## config.mk

```make
export PLATFORM = sky130hd
export DESIGN_NAME = audio_pwm_out
export DESIGN_NICKNAME = d
export VERILOG_FILES = /design/src/rtl/audio_pwm_out.sv
export SDC_FILE = /design/constraint.sdc
export NUM_CORES = 1
export LEC_CHECK = 0
export ABC_AREA = 1
export ABC_CLOCK_PERIOD_IN_PS = 4560
export CAP_MARGIN = 10
export CORE_MARGIN = 2
export CORE_UTILIZATION = 43
export CTS_CLUSTER_SIZE = 24
export DETAILED_ROUTE_END_ITERATION = 7
export PLACE_DENSITY = 0.63
export SLEW_MARGIN = 20
export SYNTH_ARGS = -nofsm -noshare
export SYNTH_HDL_FRONTEND = slang
export SYNTH_SLANG_ARGS = --single-unit
```

## constraint.sdc

```tcl
create_clock -name clk -period 4.56 [get_ports clk]
set_input_delay 0.456 -clock clk [delete_from_list [all_inputs] [get_ports clk]]
set_output_delay 0.456 -clock clk [all_outputs]
set_load 0.005 [all_outputs]
```

## src/rtl/audio_pwm_out.sv

```systemverilog
// audio_pwm_out: PWM audio DAC with a click-free 16-step gain envelope applied per PWM period
module audio_pwm_out #(
    parameter int N = 7
) (
    input  logic         clk,
    input  logic         rst,
    input  logic [N-1:0] dacCount,
    input  logic         enable,
    output logic         pwmOut,
    output logic [N-1:0] duty,
    output logic [4:0]   gain,
    output logic         busy,
    output logic         periodStart
);
    typedef enum logic [1:0] {SILENT, RAMP_UP, PLAYING, RAMP_DOWN} state_t;
    localparam logic [4:0] GAIN_MAX = 5'd16;
    state_t       r_state, w_state_n;
    logic [N-1:0] r_cnt, r_duty;
    logic [4:0]   r_gain, w_gain_n, w_up, w_dn;
    logic         r_pwm, w_bnd;
    logic [N+4:0] w_prod;
    assign w_bnd       = r_cnt == {N{1'b1}};
    assign w_up        = r_gain + 5'd1;
    assign w_dn        = r_gain - 5'd1;
    assign w_prod      = {5'b0, dacCount} * {{N{1'b0}}, w_gain_n};
    assign pwmOut      = r_pwm;
    assign duty        = r_duty;
    assign gain        = r_gain;
    assign busy        = r_state != SILENT;
    assign periodStart = r_cnt == '0;
    // Envelope transitions; enable is only looked at on the last cycle of a period
    always_comb begin
        w_state_n = r_state;
        w_gain_n  = r_gain;
        if (w_bnd) begin
            case (r_state)
                SILENT: begin
                    w_gain_n  = enable ? 5'd1 : 5'd0;
                    w_state_n = enable ? RAMP_UP : SILENT;
                end
                PLAYING: begin
                    w_gain_n  = enable ? GAIN_MAX : GAIN_MAX - 5'd1;
                    w_state_n = enable ? PLAYING : RAMP_DOWN;
                end
                RAMP_UP, RAMP_DOWN: begin
                    w_gain_n  = enable ? w_up : w_dn;
                    w_state_n = enable ? (w_up == GAIN_MAX ? PLAYING : RAMP_UP)
                                       : (w_dn == 5'd0 ? SILENT : RAMP_DOWN);
                end
                default: begin
                    w_gain_n  = 5'd0;
                    w_state_n = SILENT;
                end
            endcase
        end
    end
    // Period counter, envelope state and duty latch (duty loads as cnt wraps to 0)
    always_ff @(posedge clk) begin
        if (rst) begin
            r_cnt   <= '0;
            r_state <= SILENT;
            r_gain  <= '0;
            r_duty  <= '0;
            r_pwm   <= 1'b0;
        end else begin
            r_cnt   <= r_cnt + 1'b1;
            r_state <= w_state_n;
            r_gain  <= w_gain_n;
            r_pwm   <= r_cnt < r_duty;
            if (w_bnd)
                r_duty <= N'(w_prod >> 4);
        end
    end
endmodule

```

==> summary.txt, run 1 <==
Clock network
  – CTS Sinks: 22
  – Worst skew pair latency: 0.27 ns
  – Clock H-tree levels: 1
  – Clk buf depth: 2
  – Clock slew at the register clock pins of the worst setup and hold paths: 0.09 ns
  – CTS tree: built
  – CTS root buf: clkbuf_8
  – CTS Buf Count: 3

Flow run
  – Maxcap violations: 0

Worst setup path
  – WS Path Type: flop to flop
  – Critical Path Source Type: flop
  – Critical path endpoint category: flop
  – WP depth: 23
  – Req. time, crit path: 4.78 ns
  – Cell mode on critical path: nand2_1
  – Crit path DAT: 4.56 ns
  – CP Buf/Inv Count: 5
  – Worst reg-to-reg path cell count: 23
  – Max incr delay on CP: 0.56 ns
  – Crit-path cells: ha_2 -> nand3_2 -> inv_2 -> nand2_2 -> a31oi_1 -> nand2_1 -> nand2_2 -> nor2_2 -> fa_1 -> fa_1 -> inv_1 -> fa_1 -> inv_1 -> ha_1 -> buf_4 -> nand2_1 -> nor2_1 -> nand4_1 -> a21oi_1 -> nor2_1 -> nand2_1 -> nand2_1 -> inv_1
  – Crit Path Max Fanout: 5
  – CP max stage cell: fa_1
  – CP top delay family: adder cells

Drt
  – Post-DRT Antenna Nets: 0
  – Per-cell routed wire length: 11.8 um
  – First-iteration detailed-routing DRC count: 66
  – Pre-antenna DRT Iters: 4
  – Met3 wire len: 102 um
  – Final wirelength: 5300 um
  – Highest Signal Layer: met4
  – Via count: 2,201
  – Met1 WL: 2550 um
  – Vias per cell: 4.92
  – DRC viols: 0
  – Wire length on met2: 2530 um

Global route
  – Congestion Overflow GR: 0
  – Vias in the first global route: 2,126
  – Pin count of the biggest net entering global routing: 14
  – First-pass GRT wire length: 9110 um
  – Antenna violations before repair: 0
  – Total Routing Usage GR: 18.5%

STA
  – Final Hold Vio Count: 0
  – Hold_ws: 0.442 ns
  – Max Fclk: 0.231 GHz
  – Crit path time final: 4.34 ns
  – Finish-stage setup viols: 0
  – Post-route clock period utilization: 95.1%
  – Slew at the pin with the worst max-slew slack: 0.582 ns
  – Final Skew: 0.00639 ns
  – Slew HR: 61.1%
  – Final Max Tran Viols: 0

Floorplan
  – DIE AREA: 0.00592 mm^2
  – Chip width: 77.0 um
  – I/O pins: 25
  – Die height: 77.0 um
  – Row count: 26
  – Core area: 0.00511 mm^2
  – Starting density of the core: 44.8%

Layout
  – Cell area after layout: 0.00284 mm^2
  – Area occupied by multi-input gates: 0.00162 mm^2
  – Layout cell share with drive strength beyond 1: 13.3%
  – Area growth syn-to-layout: 24.0%
  – Most frequent cells in the layout: inv_1 (65), nand2_1 (59), nor2_1 (52)
  – Post-Route Utilization: 55.6%
  – Nets: 429
  – Commonest non-fill, non-tap cell in the layout: inv_1
  – Antenna diode count: 0
  – Non-Filler Instances: 447
  – FILL cells: 524
  – Reg area: 444 um^2

Placement
  – Cells after DPL: 442
  – RD Place Congestion: 0.903
  – Port bufs: 24
  – Dpl hpwl: 4420 um
  – Post-DP Area: 0.00272 mm^2

Yosys
  – Async set-reset flop share out of synthesis: 0%
  – #FFs+latches synth: 22
  – Post-synth EDFFs: 0
  – Net Count, Synth: 387
  – Average size of a mapped cell: 6.81 um^2
  – Post-Synthesis Cells: 336
  – Synth area leaders: dfxtp_1 (19%), ha_1 (15%), fa_1 (11%), inv_1 (11%), nand2_1 (10%)
  – Yosys top cell by area: dfxtp_1
  – Yosys warning count: 0
  – Yosys cell types: 30
  – Post-Syn Area: 0.00229 mm^2
  – Top FF cell, synth: dfxtp_1
  – Seq/Total Area, Yosys: 19.2%
  – Area fraction of the dominant cell type after synthesis: 19.2%

Pwr
  – Logic gate share of total power: 9.7%
  – Static Leakage: 1.47 nW
  – Pwr dens: 150 mW/mm^2
  – Sequential power share: 46.6%
  – Sw power: 0.0927 mW
  – Clock Power Share: 43.7%
  – VDD IR max: 0.000122 V
  – Switching Share: 21.8%
  – Total power: 0.425 mW
  – Int Pwr: 0.333 mW

Status
  – Outcome: finished, final reports clean

Min path
  – Hold path depth: 1
  – Hold WC Path Type: flop to flop
[logic make-up (layout without fill, tap and decap cells)]
family,count (synthesis),count (layout),share of synthesized area (%)
XOR/XNOR,6,6,2.30
buffers and inverters,72,113,11.9
AO/OA/AOI/OAI,45,45,12.1
adder cells (fa/ha/maj),41,41,26.7
flip-flops,22,22,19.2
AND/OR/NAND/NOR,150,150,27.8
[worst paths after layout]
path / start / end / slack [ns]
min: r_cnt[0]$_SDFF_PP0_ / r_cnt[0]$_SDFF_PP0_ / 0.44
max: r_cnt[1]$_SDFF_PP0_ / duty[3]$_SDFFE_PP0N_ / 0.22
max reg2reg: r_cnt[1]$_SDFF_PP0_ / duty[3]$_SDFFE_PP0N_ / 0.22
min reg2reg: r_cnt[0]$_SDFF_PP0_ / r_cnt[0]$_SDFF_PP0_ / 0.44
[power groups by stage]
stage | sequential (mW) | clock, mW | combinational (mW)
global route | 0.199 | 0.192 | 0.0470
floorplan | 0.202 | 0 | 0.0190
detailed placement | 0.202 | 0 | 0.0411
global placement | 0.202 | 0 | 0.0401
finish | 0.198 | 0.186 | 0.0414
CTS | 0.198 | 0.188 | 0.0412
[per-layer routing]
layer	global-route usage [%]	vias to the layer above
met5	0	-
met4	5.71	0
met3	1.18	11
met2	33.2	33
met1	23.8	1008
li1	-	1149
[synthesized netlist by cell type (2+ instances only)]
library cell and number:
inv_1 65, nand2_1 61, nor2_1 53, ha_1 28
dfxtp_1 22, nand3_1 21, a21oi_1 14, fa_1 13
o21ai_0 13, nand2_2 7, xor2_1 5, a31oi_1 4
inv_2 4, a211oi_1 3, nand4_1 3, a21o_1 2
buf_2 2, nor3_1 2, o211ai_1 2, o21ai_2 2
[cell type report]
| cell class | instances | area share (%) |
|---|---|---|
| Clock buffer | 3 | 1.45 |
| Clock inverter | 1 | 1.06 |
| Inverter | 69 | 9.12 |
| Multi-Input combinational cell | 242 | 57.0 |
| Sequential cell | 22 | 15.6 |
| Tap cell | 70 | 3.08 |
| Timing Repair Buffer | 40 | 12.7 |
[metrics by stage]
step / TNS [ns] / setup WS [ns]
6_report: 0 / 0.223
4_1_cts: 0 / 0.0791
3_3_place_gp: -0.130 / -0.0740
3_5_place_dp: -0.174 / -0.0764
2_1_floorplan: 0 / 0.280
5_1_grt: -0.165 / -0.0816
[state kept, by name, summed over array words and instances (netlist names), named ones only]
signal	count
r_state	1
pwmOut	1
r_cnt	7
duty	7
gain	5
[repair_timing]
| action | CTS | global route |
|---|---|---|
| resized for setup | 0 | 14 |
| hold endpoints to repair | 0 | 0 |
| buffers inserted | 0 | 1 |
| hold buffers | 0 | 0 |
| endpoints found under the setup margin | 0 | 5 |
No activity file was read; power rests on OpenSTA's default activity.
==> run 2, diff against run 1 <==
--- a/config.mk
+++ b/config.mk
@@ -12,7 +12,7 @@
 export CORE_UTILIZATION = 43
 export CTS_CLUSTER_SIZE = 24
 export DETAILED_ROUTE_END_ITERATION = 7
-export PLACE_DENSITY = 0.63
+export PLACE_DENSITY = 0.67
 export SLEW_MARGIN = 20
 export SYNTH_ARGS = -nofsm -noshare
 export SYNTH_HDL_FRONTEND = slang
==> run 2 against run 1 <==
Net effect:
- via count down 1.6%
- critical path type unchanged
- core utilization decreased by 0.25 points
- worst setup slack gained 0.026 ns
- total power is essentially flat
- clock power about the same
- maximum frequency grew 0.61%
- clock-buffer cell count is the same
- non-clock buffer count decreased by 2
- largest cell class unchanged
- global-route usage is 0.25 points lower
- hold slack got worse by 0.0044 ns
==> summary.txt, run 2 (same netlist as run 1, synthesis figures left out) <==
Status
  – Outcome: finished, final reports clean (unchanged)

STA
  – Max Fclk: 0.232 GHz (was 0.231 GHz)
  – Crit path time final: 4.31 ns (was 4.34 ns)
  – Final Max Tran Viols: 0 (unchanged)
  – Slew at the pin with the worst max-slew slack: 0.528 ns (was 0.582 ns)
  – Post-route setup slack: 0.249 ns (was 0.223 ns)
  – Post-route clock period utilization: 94.5% (was 95.1%)
  – Hold_ws: 0.437 ns (was 0.442 ns)
  – Final Hold Vio Count: 0 (unchanged)
  – Finish-stage setup viols: 0 (unchanged)
  – Slew HR: 64.7% (was 61.1%)
  – Final Skew: 0.00464 ns (was 0.00639 ns)

Worst setup path
  – Crit Path Max Fanout: 5 (unchanged)
  – CP top delay family: adder cells (unchanged)
  – WS Path Type: flop to flop (unchanged)
  – Crit path DAT: 4.47 ns (was 4.56 ns)
  – CP max stage cell: fa_1 (unchanged)
  – Critical path endpoint category: flop (unchanged)
  – Req. time, crit path: 4.72 ns (was 4.78 ns)
  – Max incr delay on CP: 0.54 ns (was 0.56 ns)
  – Critical Path Source Type: flop (unchanged)
  – Crit-path cells: inv_1 -> ha_2 -> nand3_1 -> nand2_1 -> nand3_1 -> nand3_1 -> nand2_1 -> nand2_2 -> nor2_2 -> fa_1 -> fa_1 -> inv_1 -> fa_1 -> inv_1 -> ha_1 -> a21oi_1 -> nor2_1 -> a211oi_2 -> nand2_2 -> nand2_2 -> a21oi_1 -> nor2_1 -> nor2_1 (was ha_2 -> nand3_2 -> inv_2 -> nand2_2 -> a31oi_1 -> nand2_1 -> nand2_2 -> nor2_2 -> fa_1 -> fa_1 -> inv_1 -> fa_1 -> inv_1 -> ha_1 -> buf_4 -> nand2_1 -> nor2_1 -> nand4_1 -> a21oi_1 -> nor2_1 -> nand2_1 -> nand2_1 -> inv_1)
  – WP depth: 23 (unchanged)
  – Worst reg-to-reg path cell count: 23 (unchanged)
  – CP Buf/Inv Count: 3 (was 5)

Clock network
  – CTS tree: built (unchanged)
  – Clock slew at the register clock pins of the worst setup and hold paths: 0.09 ns (about the same)
  – CTS root buf: clkbuf_8 (unchanged)
  – Hold buffer count at cts: 0 (unchanged)
  – Clock H-tree levels: 1 (unchanged)
  – Resized cells post-CTS: 0 (unchanged)
  – CTS Buf Count: 3 (unchanged)
  – CTS Sinks: 22 (unchanged)
  – Number of post-CTS setup repair buffers: 0 (unchanged)
  – Worst skew pair latency: 0.27 ns (about the same)
  – Clk buf depth: 2 (unchanged)

Layout
  – Commonest non-fill, non-tap cell in the layout: inv_1 (unchanged)
  – Non-Filler Instances: 445 (was 447)
  – Area growth syn-to-layout: 23.5% (was 24.0%)
  – Antenna diode count: 0 (unchanged)
  – Most frequent cells in the layout: inv_1 (65), nand2_1 (60), nor2_1 (51) (was inv_1 (65), nand2_1 (59), nor2_1 (52))
  – Layout cell share with drive strength beyond 1: 12.8% (was 13.3%)
  – Nets: 427 (was 429)

Pwr
  – Static Leakage: 1.46 nW (was 1.47 nW)
  – Pwr dens: 150 mW/mm^2 (about the same)
  – VDD IR max: 0.000154 V (was 0.000122 V)

Global route
  – Congestion Overflow GR: 0 (unchanged)
  – Pin count of the biggest net entering global routing: 14 (unchanged)
  – First-pass GRT wire length: 9060 um (was 9110 um)
  – Vias in the first global route: 2,095 (was 2,126)
  – Antenna violations before repair: 0 (unchanged)
  – Total Routing Usage GR: 18.2% (was 18.5%)

Floorplan
  – Die height: 77.0 um (unchanged)
  – Core area: 0.00511 mm^2 (unchanged)
  – Starting density of the core: 44.8% (unchanged)
  – Chip width: 77.0 um (unchanged)
  – Row count: 26 (unchanged)
  – I/O pins: 25 (unchanged)
  – DIE AREA: 0.00592 mm^2 (unchanged)

Min path
  – Hold WC Path Type: flop to flop (unchanged)
  – Hold path depth: 1 (unchanged)

Drt
  – Pre-antenna DRT Iters: 4 (unchanged)
  – Vias per cell: 4.87 (was 4.92)
  – First-iteration detailed-routing DRC count: 124 (was 66)
  – DRC viols: 0 (unchanged)
  – Via count: 2,166 (was 2,201)
  – Post-DRT Antenna Nets: 0 (unchanged)
  – Per-cell routed wire length: 12.0 um (was 11.8 um)
  – Final wirelength: 5330 um (was 5300 um)

Flow run
  – Maxcap violations: 0 (unchanged)

Placement
  – Pre-CTS WS: -0.0408 ns (was -0.0764 ns)
  – Port bufs: 24 (unchanged)
  – Dpl hpwl: 4330 um (was 4420 um)
  – RD Place Congestion: 0.927 (was 0.903)
  – Cells after DPL: 441 (was 442)
[run 2: per-layer routing]
metal	global-route usage [%]	share of wire, %	vias to the layer above
met5	0	0	-
met4	3.93	1.5	0
met3	1.29	2.7	8
met2	33.7	50	39
met1	23.2	45	981
li1	-	-	1138
[run 2: final timing paths]
kind                             from              endpoint  slack [ns]
setup / recovery   gain[0]$_SDFF_PP0_  duty[6]$_SDFFE_PP0N_        0.25
hold reg to reg   r_cnt[0]$_SDFF_PP0_   r_cnt[0]$_SDFF_PP0_        0.44
setup reg to reg   gain[0]$_SDFF_PP0_  duty[6]$_SDFFE_PP0N_        0.25
hold / removal    r_cnt[0]$_SDFF_PP0_   r_cnt[0]$_SDFF_PP0_        0.44
[run 2: cell type report]
class	count	area, um^2
Clock inverter	1	30.0
Fill cell	507	2280
Multi-Input combinational cell	242	1620
Clock buffer	3	41.3
Sequential cell	22	443
Tap cell	70	87.6
Inverter	69	259
Timing Repair Buffer	38	345
[run 2: power breakdown]
part,internal (mW),switching [mW]
Sequential,0.195,0.00305
Combinational,0.0202,0.0210
Clock,0.117,0.0684
Total,0.333,0.0924
[run 2: stage by stage]
step           setup TNS [ns]  util [%]  power [mW]  area, um^2
6_report                    0      55.4       0.425        2830
3_5_place_dp          -0.0843      53.0       0.243        2710
3_3_place_gp                0      53.0       0.242        2710
2_1_floorplan               0         -       0.221        2290
5_1_grt               -0.0533      55.4       0.440        2830
4_1_cts                     0      54.4       0.428        2780
